`src/rtl/uart_rx_oversampled_fifo_pkg.sv`:
```
// uart_pkg
// Shared definitions for the oversampled UART receive path:
//   - uart_state_t     : receiver FSM states
//   - OVS_RATE         : oversample ticks per bit
//   - SAMPLE_LO/MID/HI : oversample counts at which the line is sampled
//   - DATA_BITS        : payload bits per 8N1 frame
//   - uart_ovs_div()   : clk cycles per oversample tick, rounded to nearest
//   - uart_maj3()      : 2-of-3 majority vote
// No ports (package).
package uart_pkg;

    typedef enum logic [2:0] {
        IDLE      = 3'd0,
        START     = 3'd1,
        DATA      = 3'd2,
        STOP      = 3'd3,
        WAIT_HIGH = 3'd4
    } uart_state_t;

    localparam int OVS_RATE   = 16;
    localparam int SAMPLE_LO  = 7;
    localparam int SAMPLE_MID = 8;
    localparam int SAMPLE_HI  = 9;
    localparam int DATA_BITS  = 8;

    // Adding baud*8 (half of baud*16) before dividing rounds to nearest.
    // Clamped to 1 so a very fast baud still yields a usable tick.
    function automatic int uart_ovs_div(input int clk_mhz, input int baud);
        int div;
        div = (clk_mhz * 1000000 + baud * 8) / (baud * 16);
        return (div < 1) ? 1 : div;
    endfunction

    function automatic logic uart_maj3(input logic a, input logic b, input logic c);
        return (a & b) | (a & c) | (b & c);
    endfunction

endpackage

```
`src/rtl/uart_rx_oversampled_fifo_if.sv`:
```
// uart_rx_oversampled_fifo_if
// Register-layer side of the UART receiver: pop handshake, flush and status.
//   clear      : one-cycle flush of FIFO and sticky flags (register layer -> rx)
//   rd_en      : pop the head entry (register layer -> rx)
//   rx_data    : FIFO head, first-word-fall-through, 0 when empty
//   rx_ready   : FIFO not empty
//   fifo_count : occupancy, 0..FIFO_DEPTH
//   frame_err  : sticky, a stop bit was sampled low
//   overrun    : sticky, a byte arrived while the FIFO was full
// Modports: master = register layer, slave = receiver.
interface uart_rx_oversampled_fifo_if
    import uart_pkg::*;
#(
    parameter int FIFO_DEPTH = 16
);
    localparam int CW = $clog2(FIFO_DEPTH) + 1;

    logic                 clear;
    logic                 rd_en;
    logic [DATA_BITS-1:0] rx_data;
    logic                 rx_ready;
    logic [CW-1:0]        fifo_count;
    logic                 frame_err;
    logic                 overrun;

    modport master (
        output clear, rd_en,
        input  rx_data, rx_ready, fifo_count, frame_err, overrun
    );

    modport slave (
        input  clear, rd_en,
        output rx_data, rx_ready, fifo_count, frame_err, overrun
    );

endinterface

```
`src/rtl/uart_sync_fifo.sv`:
```
// uart_sync_fifo
// First-word-fall-through synchronous FIFO with wrap-around pointers.
//   clk, rst : clock, synchronous active-high reset
//   clear    : flush to empty (takes priority over push/pop)
//   push/din : write din when not full, or when full and a pop happens too
//   pop      : discard head entry; ignored when empty
//   dout     : head entry, 0 when empty
//   count    : occupancy 0..DEPTH
//   full     : count == DEPTH
//   empty    : count == 0
// DEPTH must be a power of two so the pointers wrap naturally.
module uart_sync_fifo #(
    parameter int WIDTH = 8,
    parameter int DEPTH = 16,
    localparam int AW = $clog2(DEPTH),
    localparam int CW = AW + 1
) (
    input  logic             clk,
    input  logic             rst,
    input  logic             clear,
    input  logic             push,
    input  logic             pop,
    input  logic [WIDTH-1:0] din,
    output logic [WIDTH-1:0] dout,
    output logic [CW-1:0]    count,
    output logic             full,
    output logic             empty
);

    logic [WIDTH-1:0] mem [DEPTH];
    logic [AW-1:0]    rd_ptr;
    logic [AW-1:0]    wr_ptr;
    logic             do_push;
    logic             do_pop;

    assign empty = (count == '0);
    assign full  = (count == CW'(DEPTH));

    // A pop on an empty FIFO has nothing to remove, so a simultaneous push
    // into an empty FIFO is a plain push. When full, a real pop frees the
    // slot the push needs.
    assign do_pop  = pop && !empty;
    assign do_push = push && (!full || do_pop);

    assign dout = empty ? '0 : mem[rd_ptr];

    // Pointer and occupancy bookkeeping.
    always_ff @(posedge clk) begin
        if (rst) begin
            rd_ptr <= '0;
            wr_ptr <= '0;
            count  <= '0;
        end else if (clear) begin
            rd_ptr <= '0;
            wr_ptr <= '0;
            count  <= '0;
        end else begin
            if (do_push) begin
                wr_ptr <= wr_ptr + 1'b1;
            end
            if (do_pop) begin
                rd_ptr <= rd_ptr + 1'b1;
            end
            case ({do_push, do_pop})
                2'b10:   count <= count + 1'b1;
                2'b01:   count <= count - 1'b1;
                default: count <= count;
            endcase
        end
    end

    // Storage array has no reset; only entries between the pointers are
    // ever visible.
    always_ff @(posedge clk) begin
        if (!rst && !clear && do_push) begin
            mem[wr_ptr] <= din;
        end
    end

endmodule

```
`src/rtl/uart_rx_oversampled_fifo.sv`:
```
// uart_rx_oversampled_fifo
// 8N1 UART receiver with 16x oversampling, 2-of-3 majority voting at
// oversample counts 7/8/9, and a FWFT receive FIFO with sticky
// framing/overrun flags.
//   clk       : system clock
//   rst       : synchronous active-high reset
//   rx        : asynchronous serial line, idle high
//   rx_enable : low forces the receiver FSM to IDLE
//   bus       : register-layer interface (clear, rd_en, rx_data, rx_ready,
//               fifo_count, frame_err, overrun)
// Timing: the count-9 sample is registered with the vote, the FSM acts on it
// the next cycle, the byte is pushed the cycle after that and rx_ready rises
// one cycle later, i.e. 3 clk after the count-9 cycle of the stop bit.
module uart_rx_oversampled_fifo
    import uart_pkg::*;
#(
    parameter int BAUD_RATE   = 115200,
    parameter int CLK_VAL_MHZ = 50,
    parameter int FIFO_WIDTH  = 8,
    parameter int FIFO_DEPTH  = 16
) (
    input  logic                        clk,
    input  logic                        rst,
    input  logic                        rx,
    input  logic                        rx_enable,
    uart_rx_oversampled_fifo_if.slave   bus
);

    localparam int          OVS_DIV  = uart_ovs_div(CLK_VAL_MHZ, BAUD_RATE);
    localparam logic [15:0] DIV_LAST = 16'(OVS_DIV - 1);
    localparam logic [3:0]  CNT_LO   = 4'(SAMPLE_LO);
    localparam logic [3:0]  CNT_MID  = 4'(SAMPLE_MID);
    localparam logic [3:0]  CNT_HI   = 4'(SAMPLE_HI);
    localparam logic [2:0]  LAST_BIT = 3'(DATA_BITS - 1);

    logic                  rx_s1;
    logic                  rx_s2;
    logic                  rx_d;

    logic [15:0]           div_cnt;
    logic [3:0]            ovs_cnt;
    logic                  tick;

    logic                  samp_lo;
    logic                  samp_mid;
    logic                  bit_val;
    logic                  bit_strobe;

    uart_state_t           state;
    uart_state_t           state_next;
    logic                  shift_en;
    logic                  clr_idx;
    logic                  push_req;
    logic                  set_ferr;

    logic [2:0]            bit_idx;
    logic [DATA_BITS-1:0]  shift_reg;
    logic                  push_q;
    logic [FIFO_WIDTH-1:0] push_data;

    logic                  fifo_full;
    logic                  fifo_empty;
    logic                  overflow;

    // Two-flop synchroniser plus one extra stage for falling-edge detection.
    // Preset high so reset never looks like a start edge.
    always_ff @(posedge clk) begin
        if (rst) begin
            rx_s1 <= 1'b1;
            rx_s2 <= 1'b1;
            rx_d  <= 1'b1;
        end else begin
            rx_s1 <= rx;
            rx_s2 <= rx_s1;
            rx_d  <= rx_s2;
        end
    end

    assign tick = (div_cnt == DIV_LAST);

    // Oversample tick generator. Held at zero in IDLE, so counting starts
    // from the falling edge that moves the FSM into START.
    always_ff @(posedge clk) begin
        if (rst) begin
            div_cnt <= '0;
            ovs_cnt <= '0;
        end else if (state == IDLE) begin
            div_cnt <= '0;
            ovs_cnt <= '0;
        end else if (tick) begin
            div_cnt <= '0;
            ovs_cnt <= ovs_cnt + 1'b1;
        end else begin
            div_cnt <= div_cnt + 1'b1;
        end
    end

    // Line sampling. The third sample and the vote are registered together,
    // producing a one-cycle strobe the FSM consumes.
    always_ff @(posedge clk) begin
        if (rst) begin
            samp_lo    <= 1'b1;
            samp_mid   <= 1'b1;
            bit_val    <= 1'b1;
            bit_strobe <= 1'b0;
        end else begin
            bit_strobe <= 1'b0;
            if (state != IDLE && tick) begin
                case (ovs_cnt)
                    CNT_LO:  samp_lo <= rx_s2;
                    CNT_MID: samp_mid <= rx_s2;
                    CNT_HI: begin
                        bit_val    <= uart_maj3(samp_lo, samp_mid, rx_s2);
                        bit_strobe <= 1'b1;
                    end
                    default: ;
                endcase
            end
        end
    end

    // FSM state register.
    always_ff @(posedge clk) begin
        if (rst) begin
            state <= IDLE;
        end else begin
            state <= state_next;
        end
    end

    // FSM next-state and control strobes. Dropping rx_enable overrides
    // everything, discarding any partial byte without raising a flag.
    always_comb begin
        state_next = state;
        shift_en   = 1'b0;
        clr_idx    = 1'b0;
        push_req   = 1'b0;
        set_ferr   = 1'b0;
        if (!rx_enable) begin
            state_next = IDLE;
        end else begin
            case (state)
                IDLE: begin
                    if (rx_d && !rx_s2) begin
                        state_next = START;
                    end
                end
                START: begin
                    if (bit_strobe) begin
                        if (!bit_val) begin
                            state_next = DATA;
                            clr_idx    = 1'b1;
                        end else begin
                            state_next = IDLE;
                        end
                    end
                end
                DATA: begin
                    if (bit_strobe) begin
                        shift_en = 1'b1;
                        if (bit_idx == LAST_BIT) begin
                            state_next = STOP;
                        end
                    end
                end
                STOP: begin
                    if (bit_strobe) begin
                        if (bit_val) begin
                            push_req   = 1'b1;
                            state_next = IDLE;
                        end else begin
                            set_ferr   = 1'b1;
                            state_next = WAIT_HIGH;
                        end
                    end
                end
                WAIT_HIGH: begin
                    if (rx_s2) begin
                        state_next = IDLE;
                    end
                end
                default: state_next = IDLE;
            endcase
        end
    end

    // Receive shift register (LSB first) and the registered push toward the
    // FIFO, which lands the cycle after the stop-bit decision.
    always_ff @(posedge clk) begin
        if (rst) begin
            bit_idx   <= '0;
            shift_reg <= '0;
            push_q    <= 1'b0;
            push_data <= '0;
        end else begin
            push_q <= push_req;
            if (push_req) begin
                push_data <= FIFO_WIDTH'(shift_reg);
            end
            if (clr_idx) begin
                bit_idx <= '0;
            end else if (shift_en) begin
                shift_reg <= {bit_val, shift_reg[DATA_BITS-1:1]};
                bit_idx   <= bit_idx + 1'b1;
            end
        end
    end

    uart_sync_fifo #(
        .WIDTH (FIFO_WIDTH),
        .DEPTH (FIFO_DEPTH)
    ) u_fifo (
        .clk   (clk),
        .rst   (rst),
        .clear (bus.clear),
        .push  (push_q),
        .pop   (bus.rd_en),
        .din   (push_data),
        .dout  (bus.rx_data),
        .count (bus.fifo_count),
        .full  (fifo_full),
        .empty (fifo_empty)
    );

    assign bus.rx_ready = !fifo_empty;

    // A full FIFO only rejects the byte when no pop frees a slot that cycle.
    assign overflow = push_q && fifo_full && !bus.rd_en;

    // Sticky flags; clear wins over a coincident set.
    always_ff @(posedge clk) begin
        if (rst) begin
            bus.frame_err <= 1'b0;
            bus.overrun   <= 1'b0;
        end else if (bus.clear) begin
            bus.frame_err <= 1'b0;
            bus.overrun   <= 1'b0;
        end else begin
            if (set_ferr) begin
                bus.frame_err <= 1'b1;
            end
            if (overflow) begin
                bus.overrun <= 1'b1;
            end
        end
    end

endmodule

```
`src/flat_wrapper.sv`:
```
// flat-port wrapper written by rule: the top's interface ports become plain ports
module uart_rx_oversampled_fifo_flat import uart_pkg::*;
#(
    parameter int BAUD_RATE   = 115200,
    parameter int CLK_VAL_MHZ = 50,
    parameter int FIFO_WIDTH  = 8,
    parameter int FIFO_DEPTH  = 16
)
  (clk, rst, rx, rx_enable, bus_clear, bus_rd_en, bus_rx_data, bus_rx_ready, bus_fifo_count, bus_frame_err, bus_overrun);
  uart_rx_oversampled_fifo_if #(.FIFO_DEPTH(FIFO_DEPTH)) bus_i ();
  input  logic clk;
  input  logic rst;
  input  logic rx;
  input  logic rx_enable;
  input wire logic [$bits(bus_i.clear)-1:0] bus_clear;
  input wire logic [$bits(bus_i.rd_en)-1:0] bus_rd_en;
  output wire logic [$bits(bus_i.rx_data)-1:0] bus_rx_data;
  output wire logic [$bits(bus_i.rx_ready)-1:0] bus_rx_ready;
  output wire logic [$bits(bus_i.fifo_count)-1:0] bus_fifo_count;
  output wire logic [$bits(bus_i.frame_err)-1:0] bus_frame_err;
  output wire logic [$bits(bus_i.overrun)-1:0] bus_overrun;
  assign bus_i.clear = bus_clear;
  assign bus_i.rd_en = bus_rd_en;
  assign bus_rx_data = bus_i.rx_data;
  assign bus_rx_ready = bus_i.rx_ready;
  assign bus_fifo_count = bus_i.fifo_count;
  assign bus_frame_err = bus_i.frame_err;
  assign bus_overrun = bus_i.overrun;
  uart_rx_oversampled_fifo #(.BAUD_RATE(BAUD_RATE), .CLK_VAL_MHZ(CLK_VAL_MHZ), .FIFO_WIDTH(FIFO_WIDTH), .FIFO_DEPTH(FIFO_DEPTH)) u_core (.clk(clk), .rst(rst), .rx(rx), .rx_enable(rx_enable), .bus(bus_i));
endmodule
```
`config.mk`:
```
export PLATFORM = sky130hd
export DESIGN_NAME = uart_rx_oversampled_fifo_flat
export DESIGN_NICKNAME = d
export VERILOG_FILES = /design/src/rtl/uart_rx_oversampled_fifo_pkg.sv /design/src/rtl/uart_rx_oversampled_fifo_if.sv /design/src/rtl/uart_sync_fifo.sv /design/src/rtl/uart_rx_oversampled_fifo.sv /design/src/flat_wrapper.sv
export SDC_FILE = /design/constraint.sdc
export NUM_CORES = 1
export LEC_CHECK = 0
export BUFFER_PORTS_ARGS = -buffer_cell sky130_fd_sc_hd__buf_2
export CAP_MARGIN = 40
export CORE_MARGIN = 2
export CORE_UTILIZATION = 35
export CTS_CLUSTER_DIAMETER = 30
export DETAILED_ROUTE_END_ITERATION = 10
export PLACE_DENSITY_LB_ADDON = 0.15
export SLEW_MARGIN = 10
export SYNTH_ARGS = -nofsm -noshare
export SYNTH_HDL_FRONTEND = slang
export SYNTH_SLANG_ARGS = --single-unit
export TNS_END_PERCENT = 20
```
`constraint.sdc`:
```
create_clock -name clk -period 6.25 [get_ports clk]
set_input_delay 0.9375 -clock clk [delete_from_list [all_inputs] [get_ports clk]]
set_output_delay 0.9375 -clock clk [all_outputs]
set_load 0.05 [all_outputs]
```
After elaboration in Yosys (flattened, before gate mapping)
Memories as Yosys holds them, arrays and structs flattened. A register that Yosys moved wholly into a read port is not among the register bits.
Cells that the tools add are included.
- $add $sub $neg: 7
- eq/ne operators: 18
- multiplexer cells: 29
- bitwise operators: 8
- reductions and logical operators: 30
- operators with widths (kind ; count):
    2-to-1 mux 3 bit ; 7
    adder 16 x 1 -> 16 bit (second input constant) ; 1
    equality test 16 x 5 -> 1 bit (second input constant) ; 1
    2-to-1 mux 1 bit ; 16
    one-hot mux 3 bit (5 select lines) ; 1
    adder 4 x 1 -> 4 bit (second input constant) ; 3
    != test 2 x 1 -> 1 bit (second input constant) ; 5
    one-hot mux 5 bit (2 select lines) ; 1
    OR reduction 2 bit ; 5
    equality test 4 bit (second input constant) ; 2
    logical AND 1 bit ; 8
    2-to-1 mux 4 bit ; 2
    2-to-1 mux 8 bit ; 1
    AND reduction 2 bit ; 4
    equality test 3 x 2 -> 1 bit (second input constant) ; 2
    equality test 3 bit (second input constant) ; 2
    logical NOT 1 bit ; 6
    AND reduction 6 bit ; 1
    adder 5 x 1 -> 5 bit (second input constant) ; 1
    equality test 5 bit (second input constant) ; 1
    logical NOT 5 bit ; 1
    subtractor 5 x 1 -> 5 bit (second input constant) ; 1
    equality test 4 x 3 -> 1 bit (second input constant) ; 1
    adder 3 x 1 -> 3 bit (second input constant) ; 1
    13 further kinds ; 18
- register bits after elaboration: 65
- RAM bits: 128
- input bits: 6
- output and inout bits: 16
- memories: 1
- memories (name ; words ; bits a word ; read ports ; clocked after Yosys merged registers in ; wr ports ; line ; text):
    u_core.u_fifo.mem ; 16 ; 8 ; 1 ; 1 ; 1 ; uart_sync_fifo.sv:30 ; logic [WIDTH-1:0] mem [DEPTH];

Depth between registers and ports, before layout
Gate-level depths: netlist (run 1).
- word-level depth: 8
- gate-level depth with buffers: 9
- gate-level depth less buffers: 9

By module
Synthesis (run 1) repeated with hierarchy kept, for this count alone.
- cells, all modules: 560
- area total of the unflattened synthesis: 8120.3 um^2
- modules (own cells, without submodules) (module ; instances ; cells each ; area each (um^2) ; sequential area each (um^2)):
    uart_sync_fifo ; 1 ; 331 ; 5930.7 ; 4184.0
    uart_rx_oversampled_fifo ; 1 ; 229 ; 2189.6 ; 1041.0

Worst setup path before layout (run 1)
Ideal clock, no wire load.
- path kind: reg-to-output
- start: register u_core.u_fifo.count[4]
- end: output bus_rx_data[0]
- arrival: 2.729 ns
- data required time: 5.312 ns
- setup slack: 2.583 ns
- stages on the path, launching flop included: 6
- path buffers: 2
- path through: dfxtp_1 clkbuf_1 nand2b_1 clkbuf_1 o21ai_0 a21oi_1
- cells in the longest elaborated chain, start to end: 2
- ends and longest elaborated chain (element ; line ; text):
    start: declaration ; uart_sync_fifo.sv:25 ; output logic [CW-1:0] count,
    start signal: assignment ; uart_sync_fifo.sv:65 ; 2'b10: count <= count + 1'b1;
    start signal: assignment ; uart_sync_fifo.sv:66 ; 2'b01: count <= count - 1'b1;
    start signal: assignment ; uart_sync_fifo.sv:67 ; default: count <= count;
    logical NOT 5 bit ; uart_sync_fifo.sv:36 ; assign empty = (count == '0);
    2-to-1 mux 8 bit ; uart_sync_fifo.sv:45 ; assign dout = empty ? '0 : mem[rd_ptr];
    end: declaration ; flat_wrapper.sv:17 ; output wire logic [$bits(bus_i.rx_data)-1:0] bus_rx_data;
No other way between the ends.

==> flow_summary.yaml, run 1 <==
global_routing:
  gr-total-overflow: 0
  grt_pass1_wl_um: 25850
  track_usage_pct: 14.41
  antenna_found_initial: 0
  grt_max_degree: 34
  grt_pass1_vias: 4527
die:
  start_util_pct: 35.47
  die_h_um: 155.0
  core_mm2: 0.02250
  ioPinCount: 22
  dieWidth_um: 155.0
  die-area_mm2: 0.02403
  num_rows: 55
synthesis:
  ys_warn_count: 0
  synthTopCellsByCount: "128 x edfxtp_1, 77 x nor2_1, 69 x dfxtp_1"
  yosysUniqueCellTypes: 46
  synth_top_area_share_pct: 48.15
  yosys_most_used_dff: "edfxtp_1"
  syn_area_per_cell_um2: 14.41
  synthTopCellsByArea: "edfxtp_1 48%, dfxtp_1 17%, mux4_2 9.0%"
  ys_ff_latch: 197
  synthesis.nets: 573
  synth_edf_count: 128
  synthCells: 554
  synth-async-reset-ratio_pct: 0
  synth_most_common_cell: "edfxtp_1"
  synth_top_area_cell: "edfxtp_1"
  synth_area_mm2: 0.007983
  yosysSeqAreaShare_pct: 65.45
drt:
  first_pass_iters: 4
  drc: 0
  routedWlPerCell_um: 18.40
  avgViaCountPerCell: 5.103
  routed_wl_um: 16060
  num_vias: 4455
  drt_iter0_drc: 314
  detail-route-antenna-nets: 0
place:
  dp_hpwl_um: 10700
  io_buffer_count: 21
  gp_congestion: 0.7365
  dpl_worst_slack_ns: 2.987
timing:
  final.period_utilization_pct: 57.76
  finalHoldViolCount: 0
  worst_pin_slew_ns: 0.8525
  setup_viol: 0
  min_period_ns: 3.610
  rsz0062_at_grt: "no"
  setup_slack_ns: 2.640
  fmax_mhz: 277.0
  fin_hold_ws_ns: 0.4182
  maxSlewViolCount: 0
  finClkSkew_ns: 0.007318
  fin_tns_setup_ns: 0
  slew_headroom_pct: 42.95
worst_setup_path:
  cp_slowest_stage_delay_ns: 0.71
  worstSetupStartpointType: "flip-flop"
  crit_chain: "buf_16, mux4_2, mux2_2, o21ai_0, a21oi_1, buf_2"
  cp_top_family: "multiplexers"
  critPathKind: "reg2out"
  critPathMaxFanout: 18
  crit_path_top_delay_cell: "dfxtp_2"
  cp-end-kind: "output port"
  rrSetupSlack_ns: 3.33
  path_buf_inv: 2
  cp.required_ns: 5.31
  crit_arrival_ns: 2.67
pwr:
  p_leak_nw: 2.799
  power_density_mw_per_mm2: 270.8
  peakVddDrop_mv: 0.1937
  power_mw: 2.437
clock_network:
  post_cts_buffers: 0
  ctsLongestPathBuffers: 2
  cts_made_buffers: 17
  clkSinkCount: 197
  cts_resized: 0
  path_clk_slew_ns: 0.07
  hold_buffers: 0
  cts-root-buf: "clkbuf_16"
  clkLatencyLatePin_ns: 0.43
  cts_htree_levels: 4
  cts_tree: "done"
cells_and_area:
  area_growth_pct: 12.71
  final_util_pct: 39.98
  largest_reg_flops: 128
  fillCellCount: 2074
  multi_input_area_mm2: 0.002600
  ff_latch_area_mm2: 0.005226
  fin_nets: 594
  n_antenna_cell: 0
  layout-drive-gt1-share_pct: 18.71
  regMostFlops: "u_core.u_fifo.mem"
  largestRegisters: "u_core.u_fifo.mem (128), u_core.div_cnt (16)"
flow_run:
  cap_violations: 0
hold_path:
  min_path_type: "reg2reg"
status:
  status: "completed"
[stage by stage]
step	area [um2]	std cells
floorplan	7983	554
global placement	8344	835
detailed placement	8428	841
CTS	8997	873
global route	8997	873
finish	8997	873
[layer usage]
| layer | GRT usage, % | vias up | part of all wire (%) |
|---|---|---|---|
| met2 | 22.48 | 80 | 47 |
| met5 | 0 | - | 0 |
| met3 | 2.563 | 15 | 4.0 |
| li1 | - | 2127 | - |
| met4 | 4.586 | 0 | 1.2 |
| met1 | 20.54 | 2233 | 48 |
[cells by family (layout without fill, tap and decap cells)]
kind of cell    after synthesis  count (layout)  synth area share, %
compound gates               43              43                3.386
xor+xnor                     22              22                2.414
fa+ha+maj                    14              14                2.163
buf+inv                      38              72                2.038
flops                       197             197                65.45
mux                          74              74                14.42
simple gates                166             166                10.13
[placed cells by master (no fill, tap or decap), types with 5 or more instances in the layout]
| cell type | n |
|---|---|
| a21oi_1 | 15 |
| buf_2 | 21 |
| buf_6 | 5 |
| clkbuf_16 | 17 |
| clkinv_4 | 5 |
| dfxtp_1 | 68 |
| edfxtp_1 | 128 |
| ha_1 | 13 |
| inv_1 | 11 |
| inv_6 | 7 |
| mux2_2 | 8 |
| mux2i_1 | 34 |
| mux4_2 | 32 |
| nand2_1 | 21 |
| nand3_1 | 10 |
| nand4_1 | 6 |
| nor2_1 | 77 |
| nor3_1 | 10 |
| nor4_1 | 8 |
| o21ai_0 | 10 |
| or3_1 | 6 |
| xnor2_1 | 16 |
| xor2_1 | 6 |
[layout make-up]
class	instances	area share (%)
clock buffer	17	4.728
tap	285	3.963
inverter	11	0.4589
clock inverter	15	1.599
timing repair buffer	29	2.267
multi-input combinational	319	28.90
sequential	197	58.09
[path summary, 6_finish.rpt]
check | start | end | cells past startpoint
worst max register to register | u_core.u_fifo.count[0]$_SDFFE_PP0P_ | u_core.u_fifo.count[4]$_SDFFE_PP0P_ | 9
worst max-delay path | flip-flop | bus_rx_data[6] | 6
worst min register to register | u_core.rx_s1$_SDFF_PP1_ | u_core.rx_s2$_SDFF_PP1_ | 1
worst min-delay path | u_core.rx_s1$_SDFF_PP1_ | u_core.rx_s2$_SDFF_PP1_ | 1
[power breakdown]
part / switching (mW) / internal [mW] / leakage (nW) / total [mW]
clock network: 0.493 / 0.559 / 0.278 / 1.05
registers: 0.000718 / 1.37 / 1.73 / 1.37
logic: 0.0109 / 0.00433 / 0.789 / 0.0153
total: 0.504 / 1.93 / 2.80 / 2.44
No activity file was read; power rests on OpenSTA's default activity.
==> run 2: changes to the inputs <==
--- a/config.mk
+++ b/config.mk
@@ -5,6 +5,7 @@
 export SDC_FILE = /design/constraint.sdc
 export NUM_CORES = 1
 export LEC_CHECK = 0
+export ABC_AREA = 1
 export BUFFER_PORTS_ARGS = -buffer_cell sky130_fd_sc_hd__buf_2
 export CAP_MARGIN = 40
 export CORE_MARGIN = 2
==> constraint.sdc (replaced) <==
create_clock -name clk -period 3 [get_ports clk]
set_input_delay 0.45 -clock clk [delete_from_list [all_inputs] [get_ports clk]]
set_output_delay 0.45 -clock clk [all_outputs]
set_load 0.05 [all_outputs]
==> run 2 against run 1 <==
Compared with the run above: synthesized area increased by 1.1%; total power increased by 110%; die area increased by 1.1%; utilization increased by 0.46 points; largest cell class unchanged; design area increased by 1.8%.
==> flow_summary.yaml, run 2 <==
hold_path:
  min_path_type: "in2reg"
timing:
  min_period_ns: 2.828
  finalHoldViolCount: 0
  setup_slack_ns: 0.1720
  finClkSkew_ns: 0.01232
  final.period_utilization_pct: 94.27
  worst_pin_slew_ns: 0.8222
  setup_viol: 0
  fin_tns_setup_ns: 0
  rsz0062_at_grt: "no"
  slew_headroom_pct: 44.98
  maxSlewViolCount: 0
  fmax_mhz: 353.6
pwr:
  comb_power_share_pct: 1.0
  power_frac_clock_pct: 43.2
  peakVddDrop_mv: 0.3530
  p_leak_nw: 3.492
  power_mw: 5.123
  power.internal_mw: 4.074
  p_switching_mw: 1.049
  seqPwrFrac_pct: 55.8
  p_sw_share_pct: 20.47
  power_density_mw_per_mm2: 559.4
synthesis:
  synthCells: 769
  synth_area_mm2: 0.008071
  synth_edf_count: 128
  yosysUniqueCellTypes: 39
  synth_most_common_cell: "nor2_1"
  syn_area_per_cell_um2: 10.50
  yosys_most_used_dff: "edfxtp_1"
  synth_top_area_share_pct: 47.62
  ys_warn_count: 0
  synthTopCellsByArea: "edfxtp_1 48%, dfxtp_1 17%, nor2_1 7.2%"
  yosysSeqAreaShare_pct: 64.73
  ys_ff_latch: 197
  synthTopCellsByCount: "154 x nor2_1, 128 x edfxtp_1, 96 x o21ai_0"
  synth-async-reset-ratio_pct: 0
  synth_top_area_cell: "edfxtp_1"
  synthesis.nets: 788
clock_network:
  ctsLongestPathBuffers: 2
  path_clk_slew_ns: 0.07
  cts_made_buffers: 17
  cts-root-buf: "clkbuf_16"
  cts_tree: "done"
  clkLatencyLatePin_ns: 0.43
  cts_htree_levels: 4
  hold_buffers: 0
  clkSinkCount: 197
drt:
  routedWlPerCell_um: 17.21
  avgViaCountPerCell: 5.131
  drc: 0
  drt_iter0_drc: 430
  routed_wl_um: 18930
  detail-route-antenna-nets: 0
  num_vias: 5644
  first_pass_iters: 5
global_routing:
  track_usage_pct: 16.28
  gr-total-overflow: 0
  grt_max_degree: 34
  grt_pass1_wl_um: 30040
  grt_pass1_vias: 5533
  antenna_found_initial: 0
worst_setup_path:
  critPathKind: "reg2out"
  critPathMaxFanout: 17
  worstSetupStartpointType: "flip-flop"
  crit_arrival_ns: 2.38
  cp.required_ns: 2.55
  cp-end-kind: "output port"
cells_and_area:
  layout_common_cells: "154 x nor2_1, 128 x edfxtp_1, 96 x o21ai_0"
  layout-drive-gt1-share_pct: 12.39
  ff_latch_area_mm2: 0.005226
  fin_nets: 821
  regMostFlops: "u_core.u_fifo.mem"
  area_growth_pct: 13.46
  fin_cells: 1100
  fillCellCount: 2164
  largestRegisters: "u_core.u_fifo.mem (128), u_core.div_cnt (16)"
  largest_reg_flops: 128
  final_common_cell: "nor2_1"
  final_util_pct: 40.45
  multi_input_area_mm2: 0.002506
  n_antenna_cell: 0
place:
  dpl_worst_slack_ns: 0.6096
  io_buffer_count: 21
  dp_hpwl_um: 12380
  place_inst: 1068
  gp_congestion: 0.7709
die:
  core_mm2: 0.02264
  die-area_mm2: 0.02429
  ioPinCount: 22
  dieWidth_um: 155.9
  num_rows: 55
  die_h_um: 155.9
  start_util_pct: 35.65
status:
  status: "completed"
flow_run:
  cap_violations: 0
## run 2: cell count changes in the layout (fill, tap and decap cells not counted), moves of 8 or more
cell      before  now
o21ai_0       10   96
nor2_1        77  154
inv_1         11   56
nand2_1       21   56
mux2i_1       34    0
mux4_2        32    0
o221ai_1       0   26
a21oi_1       15   39
nand3_1       10   31
buf_4          2   20
xnor2_1       16    3
mux2_2         8    0
## run 2: logic make-up after synthesis
logic type	Yosys count	synth area share, %
compound gates	182	13.04
xor+xnor	5	0.5427
fa+ha+maj	13	2.015
buf+inv	89	4.216
flops	197	64.73
simple gates	283	15.45
## run 2: worst paths after layout
| kind | startpoint | end | slack [ns] | depth (start not counted) |
|---|---|---|---|---|
| setup / recovery | flip-flop | bus_rx_data[0] | 0.17 | 7 |
| hold / removal | rx | u_core.rx_s1$_SDFF_PP1_ | 0.20 | 2 |
| setup reg to reg | u_core.u_fifo.count[0]$_SDFFE_PP0P_ | u_core.u_fifo.mem[14][4]$_DFFE_PP_ | 0.90 | 6 |
| hold reg to reg | u_core.rx_s1$_SDFF_PP1_ | u_core.rx_s2$_SDFF_PP1_ | 0.41 | 1 |
## run 2: repair_timing
item,CTS,global route
buffers inserted,0,0
endpoints found under the setup margin,0,6
gates resized for setup,0,1
## run 2: critical path, cell delays in order (launching register included)
cell      delay [ns]
dfxtp_1         0.33
inv_1           0.43
buf_4           0.32
o21ai_0         0.11
o221ai_1        0.16
nand3_1         0.09
a21oi_1         0.21
buf_2           0.30
## run 2: area by class of cell
cell class | instances | area share, %
Clock buffer | 19 | 4.960
Clock inverter | 13 | 1.298
Inverter | 61 | 2.500
Multi-Input combinational cell | 483 | 27.37
Sequential cell | 197 | 57.07
Tap cell | 285 | 3.894
Timing Repair Buffer | 42 | 2.910
## run 2: per-stage QoR
step	instance area, um2	hold slack (ns)
finish	9158	0.2008
CTS	9154	0.1858
global route	9158	0.1924
detailed placement	8581	0.3971
floorplan	8071	0.3895
global placement	8581	0.4015
## run 2: layer usage
| metal | track usage [%] | part of all wire [%] | vias to the layer above |
|---|---|---|---|
| met4 | 5.374 | 2.0 | 0 |
| met1 | 21.01 | 46 | 2712 |
| met2 | 27.22 | 48 | 132 |
| met5 | 0 | 0 | - |
| li1 | - | - | 2775 |
| met3 | 3.611 | 3.9 | 25 |
## run 2: power by group through the flow
stage / Combinational, mW / Sequential (mW) / Clock [mW]
final: 0.0510 / 2.86 / 2.21
after global routing: 0.0595 / 2.86 / 2.40
after CTS: 0.0520 / 2.86 / 2.27
after detailed placement: 0.0517 / 2.92 / 0
after global placement: 0.0501 / 2.92 / 0
after floorplan: 0.0364 / 2.92 / 0
==> run 3: changes to the inputs <==
--- a/config.mk
+++ b/config.mk
@@ -8,6 +8,8 @@
 export ABC_AREA = 1
 export BUFFER_PORTS_ARGS = -buffer_cell sky130_fd_sc_hd__buf_2
 export CAP_MARGIN = 40
+export CELL_PAD_IN_SITES_DETAIL_PLACEMENT = 0
+export CELL_PAD_IN_SITES_GLOBAL_PLACEMENT = 1
 export CORE_MARGIN = 2
 export CORE_UTILIZATION = 35
 export CTS_CLUSTER_DIAMETER = 30
==> run 3 against run 2 <==
Compared with the run above: count of clock-buffer cells in the layout down 1; flip-flop and latch count unchanged; critical endpoint is now bus_rx_data[1]; via count down 0.73%; largest power group unchanged.
==> flow_summary.yaml, run 3 (synthesized netlist as in run 2, its figures left out) <==
hold_path:
  whs_path_depth: 2
  min_to: "u_core.rx_s1$_SDFF_PP1_"
  min_from: "rx"
  min_path_type: "in2reg"
worst_setup_path:
  reg2reg_from: "u_core.u_fifo.count[0]$_SDFFE_PP0P_"
  crit_arrival_ns: 2.34
  cp-end-kind: "output port"
  critPathKind: "reg2out"
  cp.required_ns: 2.55
  critPathMaxFanout: 27
  rr_worst_depth: 15
  rrSetupSlack_ns: 1.03
  r2r-end: "u_core.u_fifo.count[4]$_SDFFE_PP0P_"
  worstSetupStartpointType: "flip-flop"
flow_run:
  cap_violations: 0
die:
  ioPinCount: 22
  core_mm2: 0.02264
  die-area_mm2: 0.02429
  die_h_um: 155.9
  num_rows: 55
  dieWidth_um: 155.9
  start_util_pct: 35.65
clock_network:
  cts-root-buf: "clkbuf_16"
  hold_buffers: 0
  clkLatencyLatePin_ns: 0.43
  cts_tree: "done"
  cts_htree_levels: 4
  clkSinkCount: 197
  cts_made_buffers: 17
  ctsLongestPathBuffers: 2
  path_clk_slew_ns: 0.07
timing:
  finClkSkew_ns: 0.01109
  worst_pin_slew_ns: 0.7473
  fin_tns_setup_ns: 0
  finalHoldViolCount: 0
  maxSlewViolCount: 0
  final.period_utilization_pct: 93.06
  setup_viol: 0
  rsz0062_at_grt: "no"
  slew_headroom_pct: 50.11
  min_period_ns: 2.792
  fmax_mhz: 358.2
global_routing:
  grt_pass1_wl_um: 29650
  grt_pass1_vias: 5527
  met1_usage_pct: 20.51
  grt_max_degree: 65
  gr-total-overflow: 0
  use_met3_pct: 2.806
  grt_use_met2_pct: 27.03
  antenna_found_initial: 0
  top_usage_layer: "met2"
  track_usage_pct: 16.00
pwr:
  comb_power_share_pct: 1.0
  seqPwrFrac_pct: 55.5
  p_switching_mw: 1.091
  power.internal_mw: 4.060
  peakVddDrop_mv: 0.3285
  p_sw_share_pct: 21.18
  power_density_mw_per_mm2: 557.9
  power_frac_clock_pct: 43.5
  p_leak_nw: 3.526
drt:
  drc: 0
  routed_wl_um: 18540
  avgViaCountPerCell: 5.066
  first_pass_iters: 4
  num_vias: 5603
  detail-route-antenna-nets: 0
  drt_iter0_drc: 394
  routedWlPerCell_um: 16.77
place:
  dp_hpwl_um: 12160
  io_buffer_count: 21
  gp_congestion: 0.8831
cells_and_area:
  largestRegisters: "u_core.u_fifo.mem (128), u_core.div_cnt (16)"
  final_util_pct: 40.78
  final_common_cell: "nor2_1"
  regMostFlops: "u_core.u_fifo.mem"
  n_antenna_cell: 0
  layout_common_cells: "154 x nor2_1, 128 x edfxtp_1, 96 x o21ai_0"
  fin_nets: 827
  area_growth_pct: 14.39
  layout-drive-gt1-share_pct: 13.40
  largest_reg_flops: 128
status:
  status: "completed"
run 3: cell count changes in the layout (fill, tap and decap cells not counted), moves of 2 or more:
cell        previous run  this run
buf_12                 0         2
buf_4                 20        25
clkinv_4               3         1
clkinvlp_4             1         4
inv_8                  0         2
run 3: layout make-up:
class | count | area, um2
fillers | 2145 | 13410
flip-flops and latches | 197 | 5228
multi-input cells | 483 | 2506
clock buffers | 18 | 439.2
well taps | 285 | 356.6
repair buffers | 48 | 332.8
inverters | 61 | 230.2
clock inverters | 14 | 140.1
run 3: critical path: stages (launching register included):
cell and delay (ns):
dfxtp_2 0.34, clkinv_2 0.27, buf_4 0.25, o21ai_0 0.11, o221ai_1 0.27, nand3_1 0.12
a21oi_1 0.23, buf_2 0.31
run 3: power by group through the flow:
stage / sequential [mW] / clock (mW) / combinational, mW
global placement: 2.92 / 0 / 0.0516
global route: 2.86 / 2.42 / 0.0613
floorplan: 2.92 / 0 / 0.0364
CTS: 2.86 / 2.30 / 0.0530
finish: 2.86 / 2.24 / 0.0522
detailed placement: 2.92 / 0 / 0.0529
run 3: routing by layer:
metal,wire length (um),vias up
li1,-,2784
met1,8484,2708
met2,9062,87
met3,559,24
met4,437,0
met5,0,-
run 3: worst max path at each step:
stage,start,end,slack (ns),cells after the start
after detailed placement,flip-flop,bus_rx_data[1],0.57,6
after CTS,flip-flop,bus_rx_data[1],0.09,6
after floorplan,u_core.u_fifo.count[0]$_SDFFE_PP0P_,bus_rx_data[0],0.42,4
final,flip-flop,bus_rx_data[1],0.21,7
after global placement,flip-flop,bus_rx_data[1],0.55,6
after global routing,flip-flop,bus_rx_data[1],0.1,7
run 3: per-stage QoR:
stage                     hold slack [ns]  total power, mW  instance area, um2  cells  setup WS (ns)
final                              0.1945            5.151                9233   1106         0.2083
after global routing               0.1889            5.337                9233   1106        0.09746
after CTS                          0.1825            5.205                9230   1106        0.09158
after detailed placement           0.4024            2.971                8651   1074         0.5732
after global placement             0.4009            2.969                8643   1073         0.5451
after floorplan                    0.3895            2.954                8071    769         0.4217
run 3: repair_timing:
item,4_1_cts,5_1_grt
setup endpoints to repair,0,2
gates resized for setup,0,2
buffers inserted,0,0
